--- config.mk ---
export PLATFORM = sky130hd
export DESIGN_NAME = audio_mix_scheduler
export DESIGN_NICKNAME = d
export VERILOG_FILES = /design/src/rtl/audio_pkg.sv /design/src/rtl/audio_tick_gen.sv /design/src/rtl/audio_mix_scheduler.sv
export SDC_FILE = /design/constraint.sdc
export NUM_CORES = 1
export LEC_CHECK = 0
export BUFFER_PORTS_ARGS = -buffer_cell sky130_fd_sc_hd__buf_2
export CELL_PAD_IN_SITES_DETAIL_PLACEMENT = 1
export CELL_PAD_IN_SITES_GLOBAL_PLACEMENT = 2
export CORE_MARGIN = 5
export CORE_UTILIZATION = 42
export CTS_BUF_LIST = sky130_fd_sc_hd__clkbuf_4
export DETAILED_ROUTE_END_ITERATION = 12
export GPL_TIMING_DRIVEN = 0
export PLACE_DENSITY_LB_ADDON = 0.1
export SETUP_SLACK_MARGIN = 0.4
export SLEW_MARGIN = 25
export SYNTH_ARGS = -nofsm -noshare
export SYNTH_HDL_FRONTEND = slang
export SYNTH_HIERARCHICAL = 1
export SYNTH_SLANG_ARGS = --single-unit
--- constraint.sdc ---
create_clock -name clk -period 4.7 [get_ports clk]
set_clock_uncertainty 0.1 [all_clocks]
set_input_delay 0.94 -clock clk [delete_from_list [all_inputs] [get_ports clk]]
set_output_delay 0.94 -clock clk [all_outputs]
set_load 0.02 [all_outputs]
--- src/rtl/audio_pkg.sv ---
//------------------------------------------------------------------------------
// Module   : audio_pkg
// Purpose  : Shared constants and helpers for the time-slotted audio mixer.
// Revision : 1.0 - initial release
//------------------------------------------------------------------------------
`default_nettype none

package audio_pkg;

  localparam int ACC_W = 10;
  localparam int OUT_W = 9;

  localparam logic [1:0] SRC_A    = 2'd0;
  localparam logic [1:0] SRC_B    = 2'd1;
  localparam logic [1:0] SRC_C    = 2'd2;
  localparam logic [1:0] SRC_BEEP = 2'd3;

  localparam int CFG_L   = 3;
  localparam int CFG_R   = 2;
  localparam int CFG_ATT = 0;

  typedef logic [3:0] cfg_t;

  // Index 3 (beeper) is the most significant nibble.
  localparam logic [3:0][3:0] CFG_DEFAULT = {4'b1100, 4'b0100, 4'b1100, 4'b1000};

  localparam logic [7:0] BEEP_LVL_0  = 8'd0;
  localparam logic [7:0] BEEP_LVL_16 = 8'd16;
  localparam logic [7:0] BEEP_LVL_32 = 8'd32;
  localparam logic [7:0] BEEP_LVL_48 = 8'd48;

  function automatic logic [7:0] beep_level(input logic ear, input logic mic);
    case ({ear, mic})
      2'b01:   return BEEP_LVL_16;
      2'b10:   return BEEP_LVL_32;
      2'b11:   return BEEP_LVL_48;
      default: return BEEP_LVL_0;
    endcase
  endfunction

  function automatic logic [ACC_W-1:0] src_term(input logic [7:0] level,
                                                 input logic [1:0] att);
    return {2'b00, level >> att};
  endfunction

  function automatic logic [OUT_W-1:0] saturate(input logic [ACC_W-1:0] acc,
                                                 input logic mute);
    if (mute)
      return '0;
    if (acc > ACC_W'(511))
      return '1;
    return acc[OUT_W-1:0];
  endfunction

endpackage

`default_nettype wire

--- src/rtl/audio_tick_gen.sv ---
//------------------------------------------------------------------------------
// Module   : audio_tick_gen
// Purpose  : Sample-rate divider; tick is high on the last count of each frame.
// Revision : 1.0 - initial release
//------------------------------------------------------------------------------
`default_nettype none

module audio_tick_gen #(
  parameter int SAMPLE_DIV = 64
) (
  input  logic clk,
  input  logic rst_n,
  output logic tick
);

  localparam int CNT_W = (SAMPLE_DIV > 1) ? $clog2(SAMPLE_DIV) : 1;
  localparam logic [CNT_W-1:0] C_LAST = CNT_W'(SAMPLE_DIV - 1);

  logic [CNT_W-1:0] div_cnt_q;
  logic [CNT_W-1:0] div_cnt_d;

  always_comb begin
    div_cnt_d = div_cnt_q + CNT_W'(1);
    if (div_cnt_q == C_LAST)
      div_cnt_d = '0;
  end

  always_ff @(posedge clk or negedge rst_n) begin
    if (!rst_n)
      div_cnt_q <= '0;
    else
      div_cnt_q <= div_cnt_d;
  end

  assign tick = (div_cnt_q == C_LAST);

endmodule

`default_nettype wire

--- src/rtl/audio_mix_scheduler.sv ---
//------------------------------------------------------------------------------
// Module   : audio_mix_scheduler
// Purpose  : Four-slot shared-adder mixer of AY channels and beeper into L/R.
// Revision : 1.0 - initial release
//------------------------------------------------------------------------------
`default_nettype none

module audio_mix_scheduler
  import audio_pkg::*;
#(
  parameter int SAMPLE_DIV = 64
) (
  input  logic             clk,
  input  logic             rst_n,
  input  logic             ear,
  input  logic             mic,
  input  logic [7:0]       ay_cha,
  input  logic [7:0]       ay_chb,
  input  logic [7:0]       ay_chc,
  input  logic             mute,
  input  logic             cfg_we,
  input  logic [1:0]       cfg_addr,
  input  logic [3:0]       cfg_data,
  output logic [OUT_W-1:0] audio_l,
  output logic [OUT_W-1:0] audio_r,
  output logic             audio_valid
);

  localparam logic [1:0] ST_IDLE = 2'd0;
  localparam logic [1:0] ST_ACC  = 2'd1;
  localparam logic [1:0] ST_SAT  = 2'd2;

  logic tick;

  audio_tick_gen #(
    .SAMPLE_DIV (SAMPLE_DIV)
  ) u_tick_gen (
    .clk   (clk),
    .rst_n (rst_n),
    .tick  (tick)
  );

  logic [1:0]       state_q,    state_d;
  logic [1:0]       slot_q,     slot_d;
  logic [3:0][3:0]  cfg_q,      cfg_d;
  logic [3:0][3:0]  snap_cfg_q, snap_cfg_d;
  logic [3:0][7:0]  snap_lvl_q, snap_lvl_d;
  logic             snap_mute_q, snap_mute_d;
  logic [ACC_W-1:0] acc_l_q,    acc_l_d;
  logic [ACC_W-1:0] acc_r_q,    acc_r_d;
  logic [OUT_W-1:0] audio_l_q,  audio_l_d;
  logic [OUT_W-1:0] audio_r_q,  audio_r_d;
  logic             valid_q,    valid_d;
  logic [ACC_W-1:0] term;
  cfg_t             slot_cfg;

  always_comb begin
    state_d     = state_q;
    slot_d      = slot_q;
    cfg_d       = cfg_q;
    snap_cfg_d  = snap_cfg_q;
    snap_lvl_d  = snap_lvl_q;
    snap_mute_d = snap_mute_q;
    acc_l_d     = acc_l_q;
    acc_r_d     = acc_r_q;
    audio_l_d   = audio_l_q;
    audio_r_d   = audio_r_q;
    valid_d     = 1'b0;
    slot_cfg    = snap_cfg_q[slot_q];
    term        = src_term(snap_lvl_q[slot_q], slot_cfg[CFG_ATT +: 2]);

    // The snapshot below reads cfg_q, so a same-edge write lands next frame.
    if (cfg_we)
      cfg_d[cfg_addr] = cfg_data;

    case (state_q)
      ST_IDLE: begin
        if (tick) begin
          snap_lvl_d[SRC_A]    = ay_cha;
          snap_lvl_d[SRC_B]    = ay_chb;
          snap_lvl_d[SRC_C]    = ay_chc;
          snap_lvl_d[SRC_BEEP] = beep_level(ear, mic);
          snap_cfg_d           = cfg_q;
          snap_mute_d          = mute;
          acc_l_d              = '0;
          acc_r_d              = '0;
          slot_d               = 2'd0;
          state_d              = ST_ACC;
        end
      end
      ST_ACC: begin
        if (slot_cfg[CFG_L])
          acc_l_d = acc_l_q + term;
        if (slot_cfg[CFG_R])
          acc_r_d = acc_r_q + term;
        slot_d = slot_q + 2'd1;
        if (slot_q == 2'd3)
          state_d = ST_SAT;
      end
      ST_SAT: begin
        audio_l_d = saturate(acc_l_q, snap_mute_q);
        audio_r_d = saturate(acc_r_q, snap_mute_q);
        valid_d   = 1'b1;
        state_d   = ST_IDLE;
      end
      default: state_d = ST_IDLE;
    endcase
  end

  always_ff @(posedge clk or negedge rst_n) begin
    if (!rst_n) begin
      state_q     <= ST_IDLE;
      slot_q      <= 2'd0;
      cfg_q       <= CFG_DEFAULT;
      snap_cfg_q  <= CFG_DEFAULT;
      snap_lvl_q  <= '0;
      snap_mute_q <= 1'b0;
      acc_l_q     <= '0;
      acc_r_q     <= '0;
      audio_l_q   <= '0;
      audio_r_q   <= '0;
      valid_q     <= 1'b0;
    end else begin
      state_q     <= state_d;
      slot_q      <= slot_d;
      cfg_q       <= cfg_d;
      snap_cfg_q  <= snap_cfg_d;
      snap_lvl_q  <= snap_lvl_d;
      snap_mute_q <= snap_mute_d;
      acc_l_q     <= acc_l_d;
      acc_r_q     <= acc_r_d;
      audio_l_q   <= audio_l_d;
      audio_r_q   <= audio_r_d;
      valid_q     <= valid_d;
    end
  end

  assign audio_l     = audio_l_q;
  assign audio_r     = audio_r_q;
  assign audio_valid = valid_q;

endmodule

`default_nettype wire
# --- Word level (Yosys, flattened, before mapping) ---
# Cells that the tools add are included.
# Widths: inputs -> output; s select.
word_totals:
  mem_count: 0
  in_bits: 36
  ramBits: 0
  latchBits: 0
  elab_cells: 85
  out_inout_bits: 19
  reg_bits: 114
  romBits: 0
op_classes:
  eq_ne: 11
  n_mux: 35
  addsub: 4
  mul: 0
  order_cmp: 5
  reduce_logical: 8
  div: 0
  n_bitwise: 0
  shift: 1
ops:
  columns: ["cell", "n"]
  rows:
  - ["$mux 9", 7]
  - ["$pmux 10 s2", 2]
  - ["$mux 10", 3]
  - ["$add 10x8->10", 2]
  - ["$gt 10x9->1 const B", 2]
  - ["$pmux 6 s3", 1]
  - ["$bmux 8 s2", 1]
  - ["$bwmux 16", 1]
  - ["$mux 1", 9]
  - ["$bmux 4 s2", 1]
  - ["$demux 4 s2", 1]
  - ["$eq 2x2->1 const B", 4]
  - ["$mux 4", 2]
  - ["$mux 8", 1]
  - ["$ne 2x2->1 const B", 4]
  - ["$pmux 2 s2", 2]
  - ["$shr 8x2->8", 1]
  - ["$add 6x1->6 const B", 1]
  - ["$eq 6x6->1 const B", 1]
  - ["$lt 2x3->1 const B", 2]
  - ["$mux 2", 3]
  - ["$mux 6", 1]
  - ["$reduce_and 2->1", 3]
  - ["$reduce_and 3->1", 2]
  - ["6 further kinds", 7]

# --- Logic depth before layout (Yosys ltp) ---
# Gate-level depths: netlist (run 1).
logic_depth:
  word_depth: 6
  depth_mapped: 13
  mapped_depth_nobuf: 11

# --- Modules after synthesis ---
# Netlist (run 1), hierarchy kept.
by_module_without_submodules:
  columns: ["mod", "n_inst", "cells_each", "seq_area_each_um2", "area_each_um2"]
  rows:
  - ["audio_mix_scheduler", 1, 551, 2567.5, 5331.4]
  - ["audio_tick_gen", 1, 20, 150.1, 242.7]

# --- Least setup slack after synthesis (run 1) ---
# Ideal clock, no wire load.
synth_path:
  kind: "flip-flop to flip-flop"
  startpoint: "register slot_q[0]"
  endpoint: "register acc_l_q[6]"
  setup_slack_ns: 1.756
  arrival_time_ns: 2.749
  synth_period_minus_slack_ns: 2.944
  path_buffers: 2
  stages_incl_launch_ff: 13
  t_required_ns: 4.505
  setup_ns: 0.095
  cell_sequence: "dfrtp_1 -> buf_6 -> mux4_2 -> buf_6 -> mux2i_1 -> mux2i_1 -> ha_1 -> inv_1 -> fa_1 -> nand2b_1 -> a211oi_1 -> nor3_1 -> o31ai_1"
synth_via:
  elab_chain_cells: 6
  elab_cells_between_ends: 10
  classes_between: "1 x add/sub; 1 x eq/ne; 1 x shift; 6 x mux; 1 x reduce/logical"
synth_lines:
  columns: ["item", "line", "text"]
  rows:
  - ["start, declared", "audio_mix_scheduler.sv:44", "logic [1:0] slot_q, slot_d;"]
  - ["start signal, assigned", "audio_mix_scheduler.sv:125", "slot_q <= slot_d;"]
  - ["$bmux 8 s2 / $bmux 4 s2 (equally long branches)", "audio_mix_scheduler.sv:70, audio_mix_scheduler.sv:69", null]
  - ["$mux 8 (not written as such) / $mux 4 (equally long branches)", "audio_mix_scheduler.sv:70, audio_mix_scheduler.sv:69", null]
  - ["$shr 8x2->8", "audio_pkg.sv:43", "return {2'b00, level >> att};"]
  - ["$add 10x8->10", "audio_mix_scheduler.sv:93", "acc_l_d = acc_l_q + term;"]
  - ["$mux 10", "audio_mix_scheduler.sv:92", "if (slot_cfg[CFG_L])"]
  - ["$pmux 10 s2", "audio_mix_scheduler.sv:76", "case (state_q)"]
  - ["end signal, assigned", "audio_mix_scheduler.sv:130", "acc_l_q <= acc_l_d;"]
  - ["end, declared", "audio_mix_scheduler.sv:49", "logic [ACC_W-1:0] acc_l_q, acc_l_d;"]
# Several ways; a longest one is shown, not always the timed one. The select of a mux whose other input is x is not followed.
# A chain may end at the register's enable or synchronous reset.

# --- Worst setup path in the final report (run 1) ---
layout_path:
  startpoint: "register slot_q[1]"
  endpoint: "register acc_l_q[8]"
# Same word-level chain as after synthesis.

==> results of run 1 <==
## per-stage QoR
stage	instance area, µm²	cells	utilization
2_1_floorplan	5574	571	-
3_5_place_dp	6098	802	0.4642
6_report	6265	820	0.4769
4_1_cts	6260	818	0.4765
5_1_grt	6265	820	0.4769
3_3_place_gp	6065	801	0.4616
## area by class of cell
cell class                 instances  area [µm²]  area share
tap                              176       220.2     0.03515
inverter                          10       37.54    0.005992
timing repair buffer              55       304.0     0.04853
clock inverter                     6       86.33     0.01378
clock buffer                      10       75.07     0.01198
buffer                            30       152.6     0.02437
sequential                       108        2718      0.4338
antenna                            2       5.005   0.0007989
multi-input combinational        423        2666      0.4256
## placed cells by master (no fill, tap or decap), drive strengths merged, types with 7 or more instances in the layout
cell type	n
nand2	166
dfrtp	96
buf	70
nor2	35
clkbuf	25
o31ai	23
mux2i	22
mux2	18
ha	18
o21ai	17
dfstp	12
a21oi	12
inv	11
nand3	11
a211oi	10
o211ai	8
nor2b	7
## metal layers
metal,wire (µm),track usage,part of all wire
met1,6332,0.2326,0.47
met2,6419,0.3031,0.47
met3,396,0.02644,0.029
met4,369,0.07972,0.027
met5,0,0,0
## logic make-up (layout without fill, tap and decap cells)
| logic type | after synthesis | in the layout | synth area share |
|---|---|---|---|
| AND/OR/NAND/NOR | 257 | 257 | 0.2020 |
| buffers and inverters | 40 | 111 | 0.03412 |
| other | 0 | 2 | 0 |
| XOR/XNOR | 5 | 5 | 0.007858 |
| adder cells (fa/ha/maj) | 20 | 20 | 0.04759 |
| AO/OA/AOI/OAI | 95 | 95 | 0.1201 |
| flip-flops | 108 | 108 | 0.4875 |
| multiplexers | 46 | 46 | 0.1008 |
## power breakdown
part	total, µW	internal, µW	switching, µW
clock network	532	222	310
logic	67.4	34.7	32.7
registers	977	963	14.1
## sequential cells by signal (all words and copies together) (netlist names)
name and cells:
audio_l 9, cfg_q 16, slot_q 2, snap_lvl_q 26, u_tick_gen/div_cnt_q 6, audio_r 9, snap_cfg_q 16, acc_l_q 10
state_q 2, audio_valid 1, snap_mute_q 1, acc_r_q 10
## critical path: stages (launching register included)
cell and delay [ns]:
dfrtp_1 0.50, buf_2 0.26, nor2b_1 0.38, o2bb2ai_1 0.20, mux2i_1 0.14, mux2i_1 0.34
ha_1 0.27, inv_1 0.07, fa_1 0.41, nand2b_1 0.21, a211oi_1 0.37, o211a_1 0.23
nor3_2 0.04
## worst paths after layout
kind,end,slack (ns),cells after the start
setup / recovery,acc_l_q[8],1.07,12
max in group asynchronous,snap_lvl_q[4],3.56,2
hold reg to reg,snap_cfg_q[14],0.37,2
min in group clk,snap_cfg_q[14],0.37,2
setup reg to reg,acc_l_q[8],1.07,12
hold / removal,audio_r[5],0.24,1
==> flow_summary.ini, run 1 <==
[synth]
synthMostInstantiatedCell = nand2_1
ys_seq_elements = 108
synth_area_mm2 = 0.005574
yosys.area.top_type = dfrtp_1
seq_area_frac_synth = 0.4875
post_synth.cell_area_avg_um2 = 9.762
synthTopCellsByArea = dfrtp_1 (43%), nand2_1 (11%), dfstp_2 (5.7%)
synth.distinct_cells = 56
synthArstFlopShare = 1.000
ys_warn_count = 6
synthesis.nets = 627
synth-main-ff-cell = dfrtp_1
yosysTopAreaCellShare = 0.4310
synthTopCellsByCount = nand2_1 (165), dfrtp_1 (96), nor2_1 (35), o31ai_1 (23), mux2i_1 (22)
synth-edff-count = 0
postSynthCellCount = 571

[grt]
grt_pass1_wl_um = 22720
grt_max_degree = 65
grt_pass1_vias = 4611
gr-total-overflow = 0
grt_use_total = 0.1805
antenna_found_initial = 1

[floorplan]
dieArea_mm2 = 0.01568
io_pins = 55
die_w_um = 125.2
initial_core_util = 0.4243
dieHeight_um = 125.2
rows = 42
core-area_mm2 = 0.01314

[cells_and_area]
fillers = 1532
syn2layout_area_growth_pct = 12.39
final_nets = 693
layout-drive-gt1-share = 0.2025

[outcome]
status = completed

[routing]
ant_nets = 0
avgRoutedWirePerCell_um = 16.48
initialDrtViolationCount = 136
viasPerCell = 5.220
wl_um = 13520
dr.pass1.iters = 4
drc = 0
vias = 4280

[timing]
rsz0062_at_grt = false
tightest_slew_ns = 0.7099
timing.hold.ws_ns = 0.2433
fin_ws_ns = 1.070
hold_viol_final = 0
fin_tns_setup_ns = 0
drv_slew = 0
fmax_mhz = 275.5
min_period_ns = 3.630
period_share = 0.7724
setup-violations-final = 0
relSlewSlack = 0.5247

[pwr]
peakVddDrop_mv = 0.2013
p_total_uw = 1576
power_density_mw_per_mm2 = 251.6
p_leak_uw = 0.002872

[clock_tree]
clock_latency_ns = 0.49
cts.repair.resized = 0
cts_sinks = 108
path_clk_slew_ns = 0.17
clock_path_buffers = 2
ctsHtreeMaxLevel = 3
cts-root-buf = clkbuf_4
cts_inserted_buffers = 9
ctsHoldBuffers = 0
post_cts.repair.setup_buffers = 0
cts_tree = built

[flow_run]
maxCapViolCount = 0

[hold_path]
hold_path_class = in -> async

[worst_setup_path]
cp_max_fo = 10
reg2reg_from = slot_q[1]
startpoint_type = register
cp-startpoint = slot_q[1]
crit_arrival_ns = 3.92
critPathRequiredTime_ns = 4.99
path_class = reg -> reg
cp-end-kind = register

[place]
place.gp.congestion = 0.8290
dp_slack_ns = 1.064
numPortBuffers = 54
dp_hpwl_um = 10370
No activity file was read; power rests on OpenSTA's default activity.
==> run 2, diff against run 1 <==
--- a/config.mk
+++ b/config.mk
@@ -5,11 +5,12 @@
 export SDC_FILE = /design/constraint.sdc
 export NUM_CORES = 1
 export LEC_CHECK = 0
+export ABC_AREA = 1
 export BUFFER_PORTS_ARGS = -buffer_cell sky130_fd_sc_hd__buf_2
 export CELL_PAD_IN_SITES_DETAIL_PLACEMENT = 1
 export CELL_PAD_IN_SITES_GLOBAL_PLACEMENT = 2
 export CORE_MARGIN = 5
-export CORE_UTILIZATION = 42
+export CORE_UTILIZATION = 33
 export CTS_BUF_LIST = sky130_fd_sc_hd__clkbuf_4
 export DETAILED_ROUTE_END_ITERATION = 12
 export GPL_TIMING_DRIVEN = 0
==> constraint.sdc (replaced) <==
create_clock -name clk -period 3.12 [get_ports clk]
set_clock_uncertainty 0.1 [all_clocks]
set_input_delay 0.624 -clock clk [delete_from_list [all_inputs] [get_ports clk]]
set_output_delay 0.624 -clock clk [all_outputs]
set_load 0.02 [all_outputs]
==> flow_summary.ini, run 2 <==
[outcome]
status = completed

[timing]
tightest_slew_ns = 0.5694
min_period_ns = 2.776
fmax_mhz = 360.2
period_share = 0.8898
drv_slew = 0
rsz0062_at_grt = true
relSlewSlack = 0.6204
hold_viol_final = 0
setup-violations-final = 0

[synth]
postSynthCellCount = 699
yosysTopAreaCellShare = 0.4322
synthMostInstantiatedCell = nand2_1
post_synth.cell_area_avg_um2 = 7.951
synthTopCellsByArea = dfrtp_1 (43%), nand2_1 (17%), o21ai_0 (7.6%)
synthesis.nets = 755
ys_seq_elements = 108
synth-edff-count = 0
synth.distinct_cells = 36
yosys.area.top_type = dfrtp_1
synthTopCellsByCount = nand2_1 (252), dfrtp_1 (96), o21ai_0 (84), nor2_1 (56), inv_1 (45)
synthArstFlopShare = 1.000
synth_area_mm2 = 0.005558
synth-main-ff-cell = dfrtp_1
seq_area_frac_synth = 0.4890
ys_warn_count = 6

[worst_setup_path]
max_stage_delay_ns = 0.52
critPathRequiredTime_ns = 3.46
cp_slowest_cell = dfrtp_2
rr_endpoint = acc_r_q[9]
crit_path_cell_trace = inv_4 -> buf_8 -> buf_12 -> buf_4 -> nand3_1 -> o21ai_2 -> nand2_1 -> nor2_2 -> ha_1 -> nand2_1 -> inv_1 -> a21boi_1 -> nand3_1 -> nand3_1 -> nand2_1 -> nor2_1
startpoint_type = register
cp_max_fo = 8
cp-end-kind = register
path_class = reg -> reg
reg2reg_slack_ns = 0.34
crit_arrival_ns = 3.11
reg2reg_depth = 16
reg2reg_from = slot_q[0]

[cells_and_area]
syn2layout_area_growth_pct = 24.04
layout-drive-gt1-share = 0.2629
final_nets = 846
top_register = snap_lvl_q
design_area_mm2 = 0.006894
fin_util = 0.4172
reg.largest.list = snap_lvl_q (26), cfg_q (16), snap_cfg_q (16)
final_cell_mix = nand2_1 (234), dfrtp_1 (95), o21ai_0 (74)
layout_commonest_cell = nand2_1
fillers = 2021
largest_register_ffs = 26

[floorplan]
io_pins = 55
rows = 47
initial_core_util = 0.3363
dieHeight_um = 139.8
die_w_um = 139.8
core-area_mm2 = 0.01652
dieArea_mm2 = 0.01954

[place]
numPortBuffers = 54
dp_hpwl_um = 11510
placed_area_mm2 = 0.006137
place.gp.congestion = 0.8256

[clock_tree]
clock_latency_ns = 0.49
clock_path_buffers = 2
cts-root-buf = clkbuf_4
path_clk_slew_ns = 0.17
ctsHtreeMaxLevel = 3
cts_tree = built
cts_inserted_buffers = 9
cts_sinks = 108

[routing]
avgRoutedWirePerCell_um = 15.58
viasPerCell = 4.789
wl_um = 15830
ant_nets = 0
drc = 0
dr.pass1.iters = 4
vias = 4866
initialDrtViolationCount = 160

[pwr]
power_density_mw_per_mm2 = 337.3
p_leak_uw = 0.003339
peakVddDrop_mv = 0.2108

[grt]
grt_pass1_wl_um = 26650
grt_max_degree = 60
gr-total-overflow = 0
grt_pass1_vias = 5197
grt_use_total = 0.1686
antenna_found_initial = 1

[hold_path]
min_from = ay_chb[2]
hold_path_class = in -> reg
holdPathEnd = snap_lvl_q[10]
holdPathStages = 3

[flow_run]
maxCapViolCount = 0
==> run 2: cell types whose count changed in the layout (fill, tap and decap cells not counted), moves of 11 or more <==
cell / previous run / this run
nand2_1: 165 / 234
nor2_1: 35 / 52
buf_4: 2 / 20
o21ai_1: 0 / 12
mux2_2: 18 / 0
nand2_2: 1 / 18
ha_1: 18 / 7
nand3_1: 10 / 30
o31ai_1: 23 / 0
inv_1: 10 / 41
o21ai_0: 17 / 74
mux2i_1: 22 / 0
==> run 2: layout make-up <==
cell class,count,area [µm²],share of cell area
multi-input cells,515,2855,0.4142
diodes,1,2.502,0.0003630
repair buffers,80,531.8,0.07713
well taps,220,275.3,0.03993
flip-flops and latches,108,2719,0.3944
inverters,53,203.9,0.02958
plain buffers,23,160.2,0.02323
clock buffers,10,75.07,0.01089
clock inverters,6,71.32,0.01034
==> run 2: critical path, delay by kind of cell (launching register included) <==
kind,cells,cell delay (ns)
AND/OR/NAND/NOR,8,0.94
flip-flops,1,0.52
buffers and inverters,5,0.52
AO/OA/AOI/OAI,2,0.32
adder cells (fa/ha/maj),1,0.32
==> run 2: worst max-delay path by stage <==
stage	from	end	slack, ns	cells past startpoint
after floorplan	slot_q[0]	acc_l_q[8]	0.49	18
after global placement	slot_q[1]	acc_r_q[8]	-0.1	19
after detailed placement	slot_q[1]	acc_l_q[8]	-0.14	19
after CTS	slot_q[0]	acc_l_q[8]	0.30	20
after global routing	slot_q[0]	acc_r_q[8]	0.18	19
final	slot_q[0]	acc_r_q[9]	0.34	16
==> run 2: logic make-up after synthesis <==
family | synth area share
flip-flops | 0.4890
XOR/XNOR | 0.01418
AO/OA/AOI/OAI | 0.1159
adder cells (fa/ha/maj) | 0.04773
AND/OR/NAND/NOR | 0.2722
buffers and inverters | 0.06101
==> run 2: through the flow <==
stage / instances / power, µW / hold slack (ns) / setup slack, ns / TNS (ns)
6_report: 1016 / 2325 / 0.2203 / 0.3438 / 0
5_1_grt: 1016 / 2437 / 0.2017 / 0.1794 / 0
3_3_place_gp: 973 / 1578 / 0.3502 / -0.09505 / -1.006
4_1_cts: 1010 / 2371 / 0.1894 / 0.2964 / 0
3_5_place_dp: 974 / 1587 / 0.3604 / -0.1358 / -0.3394
2_1_floorplan: 699 / 1510 / 0.2284 / 0.4852 / 0
==> run 2: repair_timing <==
item	in CTS	in global routing
endpoints found under the setup margin	18	14
pin swaps	18	23
gates cloned	1	1
hold buffers	1	0
gates resized for setup	51	45
hold endpoints to repair	29	0
setup buffers	18	4
==> run 2: report_power, final <==
group | leakage [µW] | switching, µW | internal (µW)
sequential | 0.00129 | 21.6 | 1440
clock | 0.0000805 | 506 | 263
combinational | 0.00196 | 57.2 | 34.4
total | 0.00334 | 585 | 1740
==> run 2: metal layers <==
layer / track usage / routed length, µm / part of all wire / vias up
li1: - / - / - / 2418
met3: 0.02161 / 447 / 0.028 / 13
met2: 0.2925 / 7918 / 0.50 / 59
met1: 0.2216 / 7268 / 0.46 / 2376
met4: 0.04640 / 197 / 0.012 / 0
met5: 0 / 0 / 0 / -
